<file path="config.mk">
export PLATFORM = sky130hd
export DESIGN_NAME = uart_tx_ctrl_param
export DESIGN_NICKNAME = d
export VERILOG_FILES = /design/src/rtl/uart_tx_ctrl_param.sv
export SDC_FILE = /design/constraint.sdc
export NUM_CORES = 1
export LEC_CHECK = 0
export CORE_MARGIN = 2
export CORE_UTILIZATION = 52
export DETAILED_ROUTE_END_ITERATION = 10
export GPL_TIMING_DRIVEN = 0
export PLACE_DENSITY = 0.82
export SYNTH_ARGS = -nofsm -noshare
export SYNTH_HDL_FRONTEND = slang
export SYNTH_SLANG_ARGS = --single-unit
</file>
<file path="constraint.sdc">
create_clock -name clk -period 4.1 [get_ports clk]
set_input_delay 0.615 -clock clk [delete_from_list [all_inputs] [get_ports clk]]
set_output_delay 0.615 -clock clk [all_outputs]
set_load 0.005 [all_outputs]
</file>
<file path="src/rtl/uart_tx_ctrl_param.sv">
// UART transmit controller: latches a word plus frame config on accept and
// serialises start, DATA_WIDTH data bits (LSB first), optional parity, 1-2 stops.
module uart_tx_ctrl_param #(
   parameter int DATA_WIDTH = 8,
   parameter int CNT_W      = $clog2(DATA_WIDTH)
) (
   input  logic                  clk,
   input  logic                  rst,
   input  logic                  Data_Valid,
   input  logic [DATA_WIDTH-1:0] P_DATA,
   input  logic                  PAR_EN,
   input  logic                  PAR_TYP,
   input  logic                  Stop_Sel,
   output logic                  Data_Accepted,
   output logic                  TX_OUT,
   output logic                  busy
);

   typedef enum logic [2:0] {
      IDLE   = 3'd0,
      START  = 3'd1,
      DATA   = 3'd2,
      PARITY = 3'd3,
      STOP1  = 3'd4,
      STOP2  = 3'd5
   } state_t;

   localparam logic [CNT_W-1:0] LAST_BIT = CNT_W'(DATA_WIDTH - 1);

   state_t                  state;
   state_t                  next_state;
   logic [DATA_WIDTH-1:0]   data_q;
   logic                    par_en_q;
   logic                    par_typ_q;
   logic                    stop_sel_q;
   logic [CNT_W-1:0]        cnt;
   logic                    last_stop;

   // Even parity is the XOR of the word; odd parity is its complement.
   function automatic logic parity_bit(input logic [DATA_WIDTH-1:0] d, input logic odd);
      return (^d) ^ odd;
   endfunction

   always_ff @(posedge clk or negedge rst) begin
      if (!rst) begin
         state <= IDLE;
      end else begin
         state <= next_state;
      end
   end

   always_ff @(posedge clk or negedge rst) begin
      if (!rst) begin
         data_q     <= '0;
         par_en_q   <= 1'b0;
         par_typ_q  <= 1'b0;
         stop_sel_q <= 1'b0;
         cnt        <= '0;
      end else if (Data_Accepted) begin
         data_q     <= P_DATA;
         par_en_q   <= PAR_EN;
         par_typ_q  <= PAR_TYP;
         stop_sel_q <= Stop_Sel;
         cnt        <= '0;
      end else if (state == DATA) begin
         cnt <= (cnt == LAST_BIT) ? '0 : cnt + 1'b1;
      end
   end

   // A new word may only be taken when the line is free or in the final stop bit,
   // which gives gap-free back-to-back frames.
   always_comb begin
      last_stop     = ((state == STOP1) && !stop_sel_q) || ((state == STOP2) && stop_sel_q);
      Data_Accepted = Data_Valid && ((state == IDLE) || last_stop);
      next_state    = IDLE;
      TX_OUT        = 1'b1;
      busy          = (state != IDLE);
      case (state)
         IDLE:    next_state = Data_Accepted ? START : IDLE;
         START: begin
            TX_OUT     = 1'b0;
            next_state = DATA;
         end
         DATA: begin
            TX_OUT = data_q[cnt];
            if (cnt == LAST_BIT) begin
               next_state = par_en_q ? PARITY : STOP1;
            end else begin
               next_state = DATA;
            end
         end
         PARITY: begin
            TX_OUT     = parity_bit(data_q, par_typ_q);
            next_state = STOP1;
         end
         STOP1: begin
            if (stop_sel_q) begin
               next_state = STOP2;
            end else begin
               next_state = Data_Accepted ? START : IDLE;
            end
         end
         STOP2:   next_state = Data_Accepted ? START : IDLE;
         default: next_state = IDLE;
      endcase
   end

endmodule

</file>
Word level (Yosys, flattened, before mapping)
Cells that the tools add are included.

Flip-flop bits (word level): 17. Bits of input ports: 14. Output and inout port bits: 3. Word-level logic and storage cells: 37.

Reductions and logical operators: 11. Multiplexer cells: 11. Bitwise operators: 1. $lt $le $gt $ge: 1. Eq/ne operators: 6. $add $sub $neg: 1.

Operators with widths (number): 3-bit two-way mux (6); 3-bit case mux with 5 select lines (1); 3-bit equality test (second input constant) (3); 8-bit XOR reduction (1); 3-bit by 2-bit equality test with 1-bit output (second input constant) (2); 3-bit by 4-bit less-than comparator with 1-bit output (second input constant) (1); 3-bit by 1-bit adder with 3-bit output (second input constant) (1); 1-bit binary-select mux with 3-bit select (1); 3-bit by 1-bit equality test with 1-bit output (second input constant) (1); 1-bit logical AND (3); 3-bit zero test (1); 1-bit case mux with 3 select lines (1); 3-bit nonzero test (1); 1-bit logical OR (2); 1-bit two-way mux (2); 2-bit nonzero test (1); 2-bit OR reduction (1); 1-bit zero test (1); 1-bit XOR (1).

Depth between registers and ports, before layout
Depth after elaboration: 8. Gate-level depth with buffers: 5. Depth with buffers taken out: 5.

Worst setup path after synthesis
No wires, ideal clock.

Path kind: register to output. Start point: reg cnt[1]. End point: out TX_OUT. Data required time: 3.485 ns. Arrival time: 1.330 ns. Buffers on the path: 0. Path slack: 2.155 ns. Stages on the path, launching flop included: 5. Cell sequence: dfrtp_1 mux4_1 mux2_2 o22ai_2 a211oi_1.

Longest elaborated chain between the ends: 3.

Ends and longest elaborated chain: from (decl) (RTL line 36) `logic [CNT_W-1:0] cnt;`; from (signal assigned) (RTL line 66) `cnt <= (cnt == LAST_BIT) ? '0 : cnt + 1'b1;`; 1-bit binary-select mux with 3-bit select (RTL line 85) `TX_OUT = data_q[cnt];`; 1-bit two-way mux (implied by the code) (RTL line 85); 1-bit case mux with 3 select lines (RTL line 78) `case (state)`; to (decl) (RTL line 15) `output logic TX_OUT,`.

Every way passes these cells. The select of a mux whose other input is x is not followed.

Worst setup path in the final report
Start point: in Data_Valid. End point: out Data_Accepted.

Longest elaborated chain between the ends: 1.

Ends and longest elaborated chain: from (decl) (RTL line 9) `input logic Data_Valid,`; 1-bit logical AND (RTL line 74) `Data_Accepted = Data_Valid && ((state == IDLE) || last_stop);`; to (decl) (RTL line 14) `output logic Data_Accepted,`.

Every way passes these cells.

==> summary.md <==
| Metric | Value |
|---|---|
| Worst hold slack | around 0.53 ns |
| Initial Util | between 50 and 60% |
| Worst R2R Path Depth | 5 |
| Relative slew slack | 51.3% |
| Final Slew Violations | 0 |
| I/O Buffers | 16 |
| Slew @ Worst Pin | 0.729 ns |
| YS warnings | 0 |
| Fraction of final layout cells with drive strength greater than 1 | between 20% and 30% |
| Clk_lat worst skew | roughly 0.30 ns |
| Finish-stage setup viols | 0 |
| DIE WIDTH | approximately 47 um |
| Final GP Congestion | 0.709 |
| Worst Path Arrival | 2.21 ns |
| Wire per inst | 14.2 um |
| VDD IR max | 0.000476 V |
| Vias per cell | 5.39 |
| Non-Filler Instances | 117 |
| Post-Synthesis Cells | a little over 70 |
| #FFs+latches synth | 17 |
| Clock Sinks | 17 |
| Vias | 631 |
| Vias in the first global route | between 600 and 700 |
| Antenna Nets Post-Route | 0 |
| WHS Path Cells | 1 |
| Core Area | 0.00173 mm2 |
| Final count of hold timing violations | 0 |
| Top delay family on crit path | buffers and inverters |
| Top cell by count, worst path | clkdlybuf4s50_1 |
| Worst Setup Start Kind | input port |
| Global route overflow | 0 |
| GRT Util Overall | 20.5% |
| P_leak | roughly 0.5 nW |
| Largest net degree at the start of global routing | 18 |
| Die area | 0.00219 mm2 |
| Crit end category | primary output |
| Worst EP required | 3.48 ns |
| Synth Cell Area | around 950 um2 |
| TritonCTS Buffers | 3 |
| Critical path depth | 5 |
| Synth Area per Inst | around 13 um2 |
| Class of the worst hold path | reg -> reg |
| Residual DRC | 0 |
| Final instance area | approximately 0.0012 mm2 |
| Die span in y | 46.8 um |
| Kind of critical path | in -> out |
| Syn nets | 88 |
| DP Wirelength | 1.25 mm |
| RSZ-0062 raised after global routing | no |
| Pwr/cell area | between 800 and 900 mW/mm2 |
| Setup WS post-layout | between 1 and 1.5 ns |
| MaxCap Viol Count | 0 |
| Final Net Count | approximately 110 |
| CTS tree | built |
| Post-layout min period | between 2 and 3 ns |
| Pre-antenna DRT Iters | 4 |
| # IOs | 17 |
| First-pass GRT wire length | roughly 3.0 mm |
| Max Freq | around 0.35 GHz |
| Final setup skew | between 0.006 and 0.007 ns |
| Dpl ws | roughly 1.3 ns |
| CTS hold repair buffers | 0 |
| Cell Chain, Critical Path | clkdlybuf4s50_1, inv_1, nor3_4, buf_8, clkdlybuf4s50_1 |
| Clk slew on worst S/H paths | 0.09 ns |
| Yosys cell types | 28 |
| H-tree levels | 1 |
| Drt initial violations | 10 |
| Max Buffers Root-to-Sink | 2 |
| Final worst-path cycle share | between 60% and 70% |
| Setup Fix Bufs, Post-CTS | 0 |
| Setup TNS | 0 ns |
| Drt total wl | approximately 1.7 mm |
| CTS resizes | 0 |
| Placed Cells incl. Taps | around 110 |
| FILL cells | roughly 140 |
| Sequential share of the synthesized area | between 40% and 50% |
| CP max-delay cell | clkdlybuf4s50_1 |
| Site row count | 15 |
| Initial antenna violation count | 0 |
| Synth-to-Final Area Change | 22.9% |
| Cell area after placement | roughly 0.0011 mm2 |
| Outcome | finished, final reports clean |
| Root Driver | clkbuf_4 |
| Slowest Stage Delay on Critical Path | 0.51 ns |
| WP buf/inv | 4 |
| Worst-path fanout max | 10 |
| N_diodes | 0 |
## metal layers
layer  wire (um)  track usage, %  vias up
met4          52            12.2        0
li1            -               -      301
met5           0               0        -
met3          59            5.77        4
met2         858            31.5       14
met1         686            25.7      312
## report_power, final
group / leakage (nW) / switching [mW] / internal (mW)
combinational: 0.285 / 0.208 / 0.340
clock: 0.0150 / 0.0520 / 0.0380
sequential: 0.208 / 0.0763 / 0.250
## worst paths after layout
path,endpoint,start,slack (ns)
setup / recovery,Data_Accepted,Data_Valid,1.28
hold / removal,par_typ_q,par_typ_q,0.53
setup reg to reg,stop_sel_q,state[2],2.38
hold reg to reg,par_typ_q,par_typ_q,0.53
max in group asynchronous,data_q[0],rst,2.90
min in group asynchronous,state[2],rst,0.74
## Yosys cell counts
cell type / instances / area (um2)
a21oi_1: 4 / 20.0
xnor2_2: 1 / 16.3
maj3_1: 1 / 10.0
xnor2_1: 4 / 35.0
xor2_1: 1 / 8.76
buf_4: 1 / 7.51
buf_8: 1 / 15.0
o32ai_1: 1 / 8.76
buf_2: 1 / 5.00
a211oi_1: 1 / 7.51
dfrtp_1: 17 / 425
nand2_1: 5 / 18.8
mux2_2: 6 / 67.6
inv_1: 2 / 7.51
nand2b_1: 2 / 12.5
ha_1: 2 / 25.0
or3_1: 2 / 12.5
nor4bb_1: 1 / 10.0
o22ai_1: 1 / 6.26
nand2_2: 1 / 6.26
nor3_4: 1 / 16.3
o22ai_2: 1 / 12.5
nand3_1: 2 / 10.0
mux4_1: 2 / 52.6
nor2_1: 3 / 11.3
xnor3_1: 1 / 22.5
mux2_4: 6 / 90.1
mux2i_1: 1 / 10.0
## kinds of logic after synthesis
| kind of cell | count (synthesis) | synth area share (%) |
|---|---|---|
| buffers and inverters | 5 | 3.68 |
| DFF | 17 | 44.7 |
| xor gates and xnor gates | 7 | 8.68 |
| adders and majority gates | 3 | 3.68 |
| muxes | 15 | 23.2 |
| AOI/OAI and AO/OA | 8 | 5.79 |
| and+or+nand+nor | 17 | 10.3 |
## stage by stage
stage | util, % | total power [mW]
final | 67.7 | 0.964
after global routing | 67.7 | 1.04
after CTS | 67.7 | 0.978
after detailed placement | 66.2 | 0.886
after global placement | 66.2 | 0.854
after floorplan | - | 0.733
## sequential cells by signal, summed over array words and instances, names as in the netlist
signal,flops
state,3
data_q,8
stop_sel_q,1
par_typ_q,1
par_en_q,1
cnt,3
## cell type report
| class | count | area (um2) | share of cell area [%] |
|---|---|---|---|
| buffer | 3 | 27.5 | 2.36 |
| clock buffer | 4 | 26.3 | 2.25 |
| inverter | 2 | 7.51 | 0.642 |
| multi-input combinational | 50 | 490 | 42.0 |
| sequential | 17 | 425 | 36.4 |
| tap | 25 | 31.3 | 2.68 |
| timing repair buffer | 16 | 160 | 13.7 |
## layout by cell type, fill, tap and decap left out, types with 2 or more instances in the layout
| cell | count |
|---|---|
| a21oi_1 | 4 |
| clkbuf_4 | 3 |
| clkdlybuf4s50_1 | 16 |
| dfrtp_1 | 17 |
| ha_1 | 2 |
| inv_1 | 2 |
| mux2_2 | 6 |
| mux2_4 | 6 |
| mux4_1 | 2 |
| nand2_1 | 5 |
| nand2b_1 | 2 |
| nand3_1 | 2 |
| nor2_1 | 3 |
| or3_1 | 2 |
| xnor2_1 | 4 |
(Power assumes the default switching activity.)
